==> src/rtl/oldland_decode.sv <==
// oldland_decode: decode stage with 8x32 register file and a registered
// control/operand bundle for execute. One-cycle latency, never stalls.
// Optional build macro OLDLAND_DECODE_BYPASS_EN: write-through from the
// writeback port into the operand read path in the same cycle.
module oldland_decode #(
  parameter int          NUM_REGS = 8,
  parameter logic [31:0] RESET_PC = 32'h0
) (
  input  logic        clk,
  input  logic        rst,
  input  logic [31:0] instr,
  input  logic [31:0] pc_plus_4,
  input  logic        branch_taken,
  input  logic        wb_en,
  input  logic [2:0]  wb_sel,
  input  logic [31:0] wb_val,
  output logic [31:0] ra_val,
  output logic [31:0] rb_val,
  output logic [31:0] imm32,
  output logic        use_imm,
  output logic [3:0]  alu_opc,
  output logic [2:0]  rd_sel,
  output logic        rd_wr_en,
  output logic        is_branch,
  output logic [2:0]  branch_cond,
  output logic        mem_load,
  output logic        mem_store,
  output logic [1:0]  mem_width,
  output logic        illegal_instr,
  output logic [31:0] pc_plus_4_out
);

  typedef struct packed {
    logic [31:0] ra_val;
    logic [31:0] rb_val;
    logic [31:0] imm32;
    logic        use_imm;
    logic [3:0]  alu_opc;
    logic [2:0]  rd_sel;
    logic        rd_wr_en;
    logic        is_branch;
    logic [2:0]  branch_cond;
    logic        mem_load;
    logic        mem_store;
    logic [1:0]  mem_width;
    logic        illegal_instr;
  } bundle_t;

  logic [31:0] regs_q [NUM_REGS];
  bundle_t     bundle_d, bundle_q;
  logic [31:0] pc_q;
  logic [31:0] ra_rd, rb_rd;

  logic [1:0]  cls;
  logic [3:0]  opc;
  logic [2:0]  ra, rb, rd;
  logic [31:0] sext;

  assign cls  = instr[31:30];
  assign opc  = instr[29:26];
  assign rb   = instr[8:6];
  assign ra   = instr[5:3];
  assign rd   = instr[2:0];
  assign sext = {{16{instr[25]}}, instr[25:10]};

  // Register file read port; bypass build forwards a same-cycle write
`ifdef OLDLAND_DECODE_BYPASS_EN
  assign ra_rd = (wb_en && wb_sel == ra) ? wb_val : regs_q[ra];
  assign rb_rd = (wb_en && wb_sel == rb) ? wb_val : regs_q[rb];
`else
  assign ra_rd = regs_q[ra];
  assign rb_rd = regs_q[rb];
`endif

  // Register file write port; async reset clears every entry
  always_ff @(posedge clk or posedge rst) begin
    if (rst) begin
      for (int i = 0; i < NUM_REGS; i++) regs_q[i] <= '0;
    end else if (wb_en) begin
      regs_q[wb_sel] <= wb_val;
    end
  end

  // Instruction decode into the next bundle; NOP, illegal and flush all
  // collapse to an all-zero bundle (illegal keeps only its flag)
  always_comb begin
    logic illegal;
    bundle_d = '0;
    illegal  = 1'b0;
    unique case (cls)
      2'b00: begin
        bundle_d.ra_val   = ra_rd;
        bundle_d.rb_val   = rb_rd;
        bundle_d.alu_opc  = opc;
        bundle_d.rd_sel   = rd;
        bundle_d.rd_wr_en = 1'b1;
        bundle_d.use_imm  = instr[9];
        bundle_d.imm32    = sext;
      end
      2'b01: begin
        // use_imm marks a pc-relative target; clear means target is ra_val
        bundle_d.ra_val      = ra_rd;
        bundle_d.rb_val      = rb_rd;
        bundle_d.is_branch   = 1'b1;
        bundle_d.branch_cond = opc[2:0];
        bundle_d.imm32       = {sext[29:0], 2'b00};
        bundle_d.use_imm     = ~instr[9];
        if (opc[3]) begin
          bundle_d.rd_sel   = rd;
          bundle_d.rd_wr_en = 1'b1;
        end
      end
      2'b10: begin
        if (opc[1:0] == 2'b11) begin
          illegal = 1'b1;
        end else begin
          bundle_d.ra_val    = ra_rd;
          bundle_d.rb_val    = rb_rd;
          bundle_d.imm32     = sext;
          bundle_d.use_imm   = 1'b1;
          bundle_d.mem_width = opc[1:0];
          if (opc[3]) begin
            bundle_d.mem_store = 1'b1;
          end else begin
            bundle_d.mem_load = 1'b1;
            bundle_d.rd_sel   = rd;
            bundle_d.rd_wr_en = 1'b1;
          end
        end
      end
      default: illegal = (opc != 4'd0);
    endcase
    if (illegal || branch_taken) begin
      bundle_d               = '0;
      bundle_d.illegal_instr = illegal & ~branch_taken;
    end
  end

  // Bundle and forwarded pc register
  always_ff @(posedge clk or posedge rst) begin
    if (rst) begin
      bundle_q <= '0;
      pc_q     <= RESET_PC;
    end else begin
      bundle_q <= bundle_d;
      pc_q     <= pc_plus_4;
    end
  end

  assign ra_val        = bundle_q.ra_val;
  assign rb_val        = bundle_q.rb_val;
  assign imm32         = bundle_q.imm32;
  assign use_imm       = bundle_q.use_imm;
  assign alu_opc       = bundle_q.alu_opc;
  assign rd_sel        = bundle_q.rd_sel;
  assign rd_wr_en      = bundle_q.rd_wr_en;
  assign is_branch     = bundle_q.is_branch;
  assign branch_cond   = bundle_q.branch_cond;
  assign mem_load      = bundle_q.mem_load;
  assign mem_store     = bundle_q.mem_store;
  assign mem_width     = bundle_q.mem_width;
  assign illegal_instr = bundle_q.illegal_instr;
  assign pc_plus_4_out = pc_q;

endmodule

==> config.mk <==
export PLATFORM = sky130hd
export DESIGN_NAME = oldland_decode
export DESIGN_NICKNAME = d
export VERILOG_FILES = /design/src/rtl/oldland_decode.sv
export SDC_FILE = /design/constraint.sdc
export NUM_CORES = 1
export LEC_CHECK = 0
export CAP_MARGIN = 10
export CORE_AREA = 2 2 209 211
export DETAILED_ROUTE_END_ITERATION = 16
export DIE_AREA = 0 0 211 213
export PLACE_DENSITY = 0.74
export SYNTH_ARGS = -nofsm -noshare
export SYNTH_HDL_FRONTEND = slang
export SYNTH_SLANG_ARGS = --single-unit
==> constraint.sdc <==
create_clock -name clk -period 15 [get_ports clk]
set_input_delay 3 -clock clk [delete_from_list [all_inputs] [get_ports clk]]
set_output_delay 3 -clock clk [all_outputs]
set_load 0.05 [all_outputs]
==> qor.txt <==
number of max-slew violations in the final report: 0
fraction of the yosys area taken by sequential cells: 54.7%
Mapped Area: 0.0177 sq mm
arrival time at the worst endpoint: 5.71 ns
number of levels the H-tree was split into: 2
LEAKAGE: 9.85 nW
Starting DRT DRC Count: 769
number of synthesis warnings: 0
Die Wd: 211 microns
Placed Instance Area: 0.0205 sq mm
detailed-route via count: 11.7k
number of storage elements in the synthesis netlist: 388
ratio of cells with drive above 1 in the final layout: 23.2%
post-detailed-route DRC marker count: 0
total setup buffers inserted after CTS: 0
Synth async-reset ratio: 100%
combinational family with the most area after synthesis: multiplexers
clock transition at the registers of the reported paths: 0.06 ns
Critical Setup Path Class: in -> async
multiplexer share of the synthesized area: 30.7%
post-route ant nets: 0
portion of synthesized cell area occupied by the leading cell type: 54.7%
clock tree from TritonCTS: yes
PnR worst setup slack: 9.93 ns
count of instances resized after the clock tree is built: 0
TritonRoute pass-1 iters: 5
area added between synthesis and finish: 23.1%
Adder-Cell Fraction of Synth Area: 0%
commonest non-fill, non-tap cells in the layout: 388 x sky130_fd_sc_hd__dfrtp_1, 257 x sky130_fd_sc_hd__mux2i_1, 251 x sky130_fd_sc_hd__mux2_2
Reg2Reg Setup Slack: 13.91 ns
source-to-sink clock delay at the later pin of the worst-skew pair: 0.56 ns
EDFF count, synth: 0
total number of nets in the final design: 1594
number of buffers created by CTS: 43
number of maximum-capacitance constraint violations: 0
standard cell core area: 0.0427 sq mm
Num Clock Sinks: 388
destination of the worst register-to-register timing path: ra_val[6]$_DFF_PP0_
clk root buf: sky130_fd_sc_hd__clkbuf_16
Compound-Gate Fraction of Synth Area: 6.37%
final clock period utilization by the worst path: 33.8%
Starting Density: 41.6%
Worst Setup EP: regs_q[176]$_DFFE_PP0P_
row count: 76
routability-driven placement congestion ratio: 0.732
crit path capture type: asynchronous set/reset pin
number of hold buffers added after CTS: 0
number of antenna violations at the first check in global routing: 2
final hold violation count: 0
commonest non-fill, non-tap cell in the layout: sky130_fd_sc_hd__dfrtp_1
cell count after synthesis: 1293
measured slew at the worst slew-check pin: 1.38 ns
post-route total power: 3.01 mW
post-synthesis net count: 1396
worst slack on hold paths: 0.528 ns
minimum clock period after layout: 5.07 ns
count of cell types in the netlist: 34
total of endpoints with negative setup slack in the final report: 0
Synth Area in Simple Gates: 4.35%
largest clock skew in the final design: 0.00594 ns
IO Count: 249
Max Clk Rate: 197 MHz
routed wire length: 46.5 mm
synth top area cells: sky130_fd_sc_hd__dfrtp_1 55%, sky130_fd_sc_hd__mux2_2 16%, sky130_fd_sc_hd__mux2i_1 14%, sky130_fd_sc_hd__a22oi_1 6.0%, sky130_fd_sc_hd__and3_1 2.3%
global-route total usage across every layer: 20.6%
pre-CTS WS: 9.28 ns
leftover overflow at the end of global routing: 0
first element of the critical path: rst
largest area contributor in the synthesized netlist: sky130_fd_sc_hd__dfrtp_1
largest net degree at the start of global routing: 132
routed wire length per instance: 22.5 microns
Pwr Density: 138 mW/mm^2
via count of the first global-routing pass: 12.2k
class of the most critical hold timing path: reg -> reg
post-layout instance count excluding filler cells: 2067
placed wire-length estimate after detailed placement: 26.1 mm
final cell utilization of the core: 51.2%
number of buffers added on ports: 248
y dimension of the die: 213 microns
summed area of non-filler cells in the final layout: 0.0218 sq mm
Cell Count Post-Placement: 1992
kind of launch point of the worst setup path: input pin
post-DR vias/cell: 5.66
worst reg2reg path depth: 3
Synth Flop Type: sky130_fd_sc_hd__dfrtp_1
wire length of the first global-routing pass: 71.1 mm
relative slew slack: 7.87%
Crit path required time: 15.64 ns
average cell area after synthesis: 13.7 sq um
Max rail drop VDD: 0.0000989 V
Reg-to-Reg Start: regs_q[38]$_DFFE_PP0P_
unrepaired setup endpoints after global routing: no
floorplan die area: 0.0449 sq mm
deepest clock path buffer count: 3
status: finished clean
Post-Synth XOR/XNOR Area: 0%
Sum Neg Setup Slack: 0 ns
biggest fanout along the worst timing path: 131
area by class of cell:
cell class | instances | area [sq um]
multi-input cells | 789 | 7420
flip-flops and latches | 388 | 9710
repair buffers | 267 | 2630
well taps | 546 | 683
inverters | 2 | 15.0
clock inverters | 12 | 115
fillers | 3637 | 20900
clock buffers | 62 | 1270
diodes | 1 | 2.50
worst min-delay path by stage:
stage                                  startpoint                 endpoint  slack [ns]  cells past startpoint
after floorplan           regs_q[120]$_DFFE_PP0P_  regs_q[120]$_DFFE_PP0P_        0.48                      1
after global placement    regs_q[191]$_DFFE_PP0P_  regs_q[191]$_DFFE_PP0P_        0.49                      1
after detailed placement  regs_q[190]$_DFFE_PP0P_  regs_q[190]$_DFFE_PP0P_        0.51                      1
after CTS                 regs_q[190]$_DFFE_PP0P_  regs_q[190]$_DFFE_PP0P_        0.53                      1
after global routing      regs_q[239]$_DFFE_PP0P_  regs_q[239]$_DFFE_PP0P_        0.54                      1
final                     regs_q[220]$_DFFE_PP0P_  regs_q[220]$_DFFE_PP0P_        0.53                      1
cells by family after synthesis:
group,after synthesis
flip-flops,388
multiplexers,513
AO/OA/AOI/OAI,152
buffers and inverters,116
AND/OR/NAND/NOR,124
cell usage after synthesis, types with 4 or more instances:
| library cell | number |
|---|---|
| sky130_fd_sc_hd__nor2b_1 | 6 |
| sky130_fd_sc_hd__buf_6 | 6 |
| sky130_fd_sc_hd__nor2_1 | 19 |
| sky130_fd_sc_hd__a21oi_1 | 4 |
| sky130_fd_sc_hd__mux2_2 | 251 |
| sky130_fd_sc_hd__buf_2 | 35 |
| sky130_fd_sc_hd__buf_4 | 39 |
| sky130_fd_sc_hd__mux2_1 | 5 |
| sky130_fd_sc_hd__and3_1 | 66 |
| sky130_fd_sc_hd__dfrtp_1 | 388 |
| sky130_fd_sc_hd__a22oi_1 | 141 |
| sky130_fd_sc_hd__clkbuf_1 | 31 |
| sky130_fd_sc_hd__and2_1 | 13 |
| sky130_fd_sc_hd__mux2i_1 | 257 |
| sky130_fd_sc_hd__nand2_1 | 5 |
where the power goes:
| group | internal, mW | switching, mW |
|---|---|---|
| clock | 0.619 | 0.416 |
| sequential | 1.23 | 0.125 |
| combinational | 0.301 | 0.318 |
sequential cells by signal, summed over array words and instances (netlist names), 2 cells and up:
signal         count
pc_plus_4_out     32
branch_cond        3
mem_width          2
ra_val            32
alu_opc            4
rd_sel             3
imm32             18
regs_q           256
rb_val            32
metal layers:
| metal | part of all wire, % | wire [microns] | track usage, % |
|---|---|---|---|
| met2 | 47 | 21800 | 32.4 |
| met4 | 2.3 | 1070 | 6.41 |
| met1 | 45 | 20800 | 28.4 |
| met3 | 5.8 | 2720 | 4.65 |
| met5 | 0.024 | 11 | 0 |
worst max-delay path: stages:
cell	delay (ns)
sky130_fd_sc_hd__clkdlybuf4s50_1	0.49
sky130_fd_sc_hd__inv_8	0.61
sky130_fd_sc_hd__buf_4	0.77
sky130_fd_sc_hd__buf_4	0.64
(Power assumes the default switching activity.)
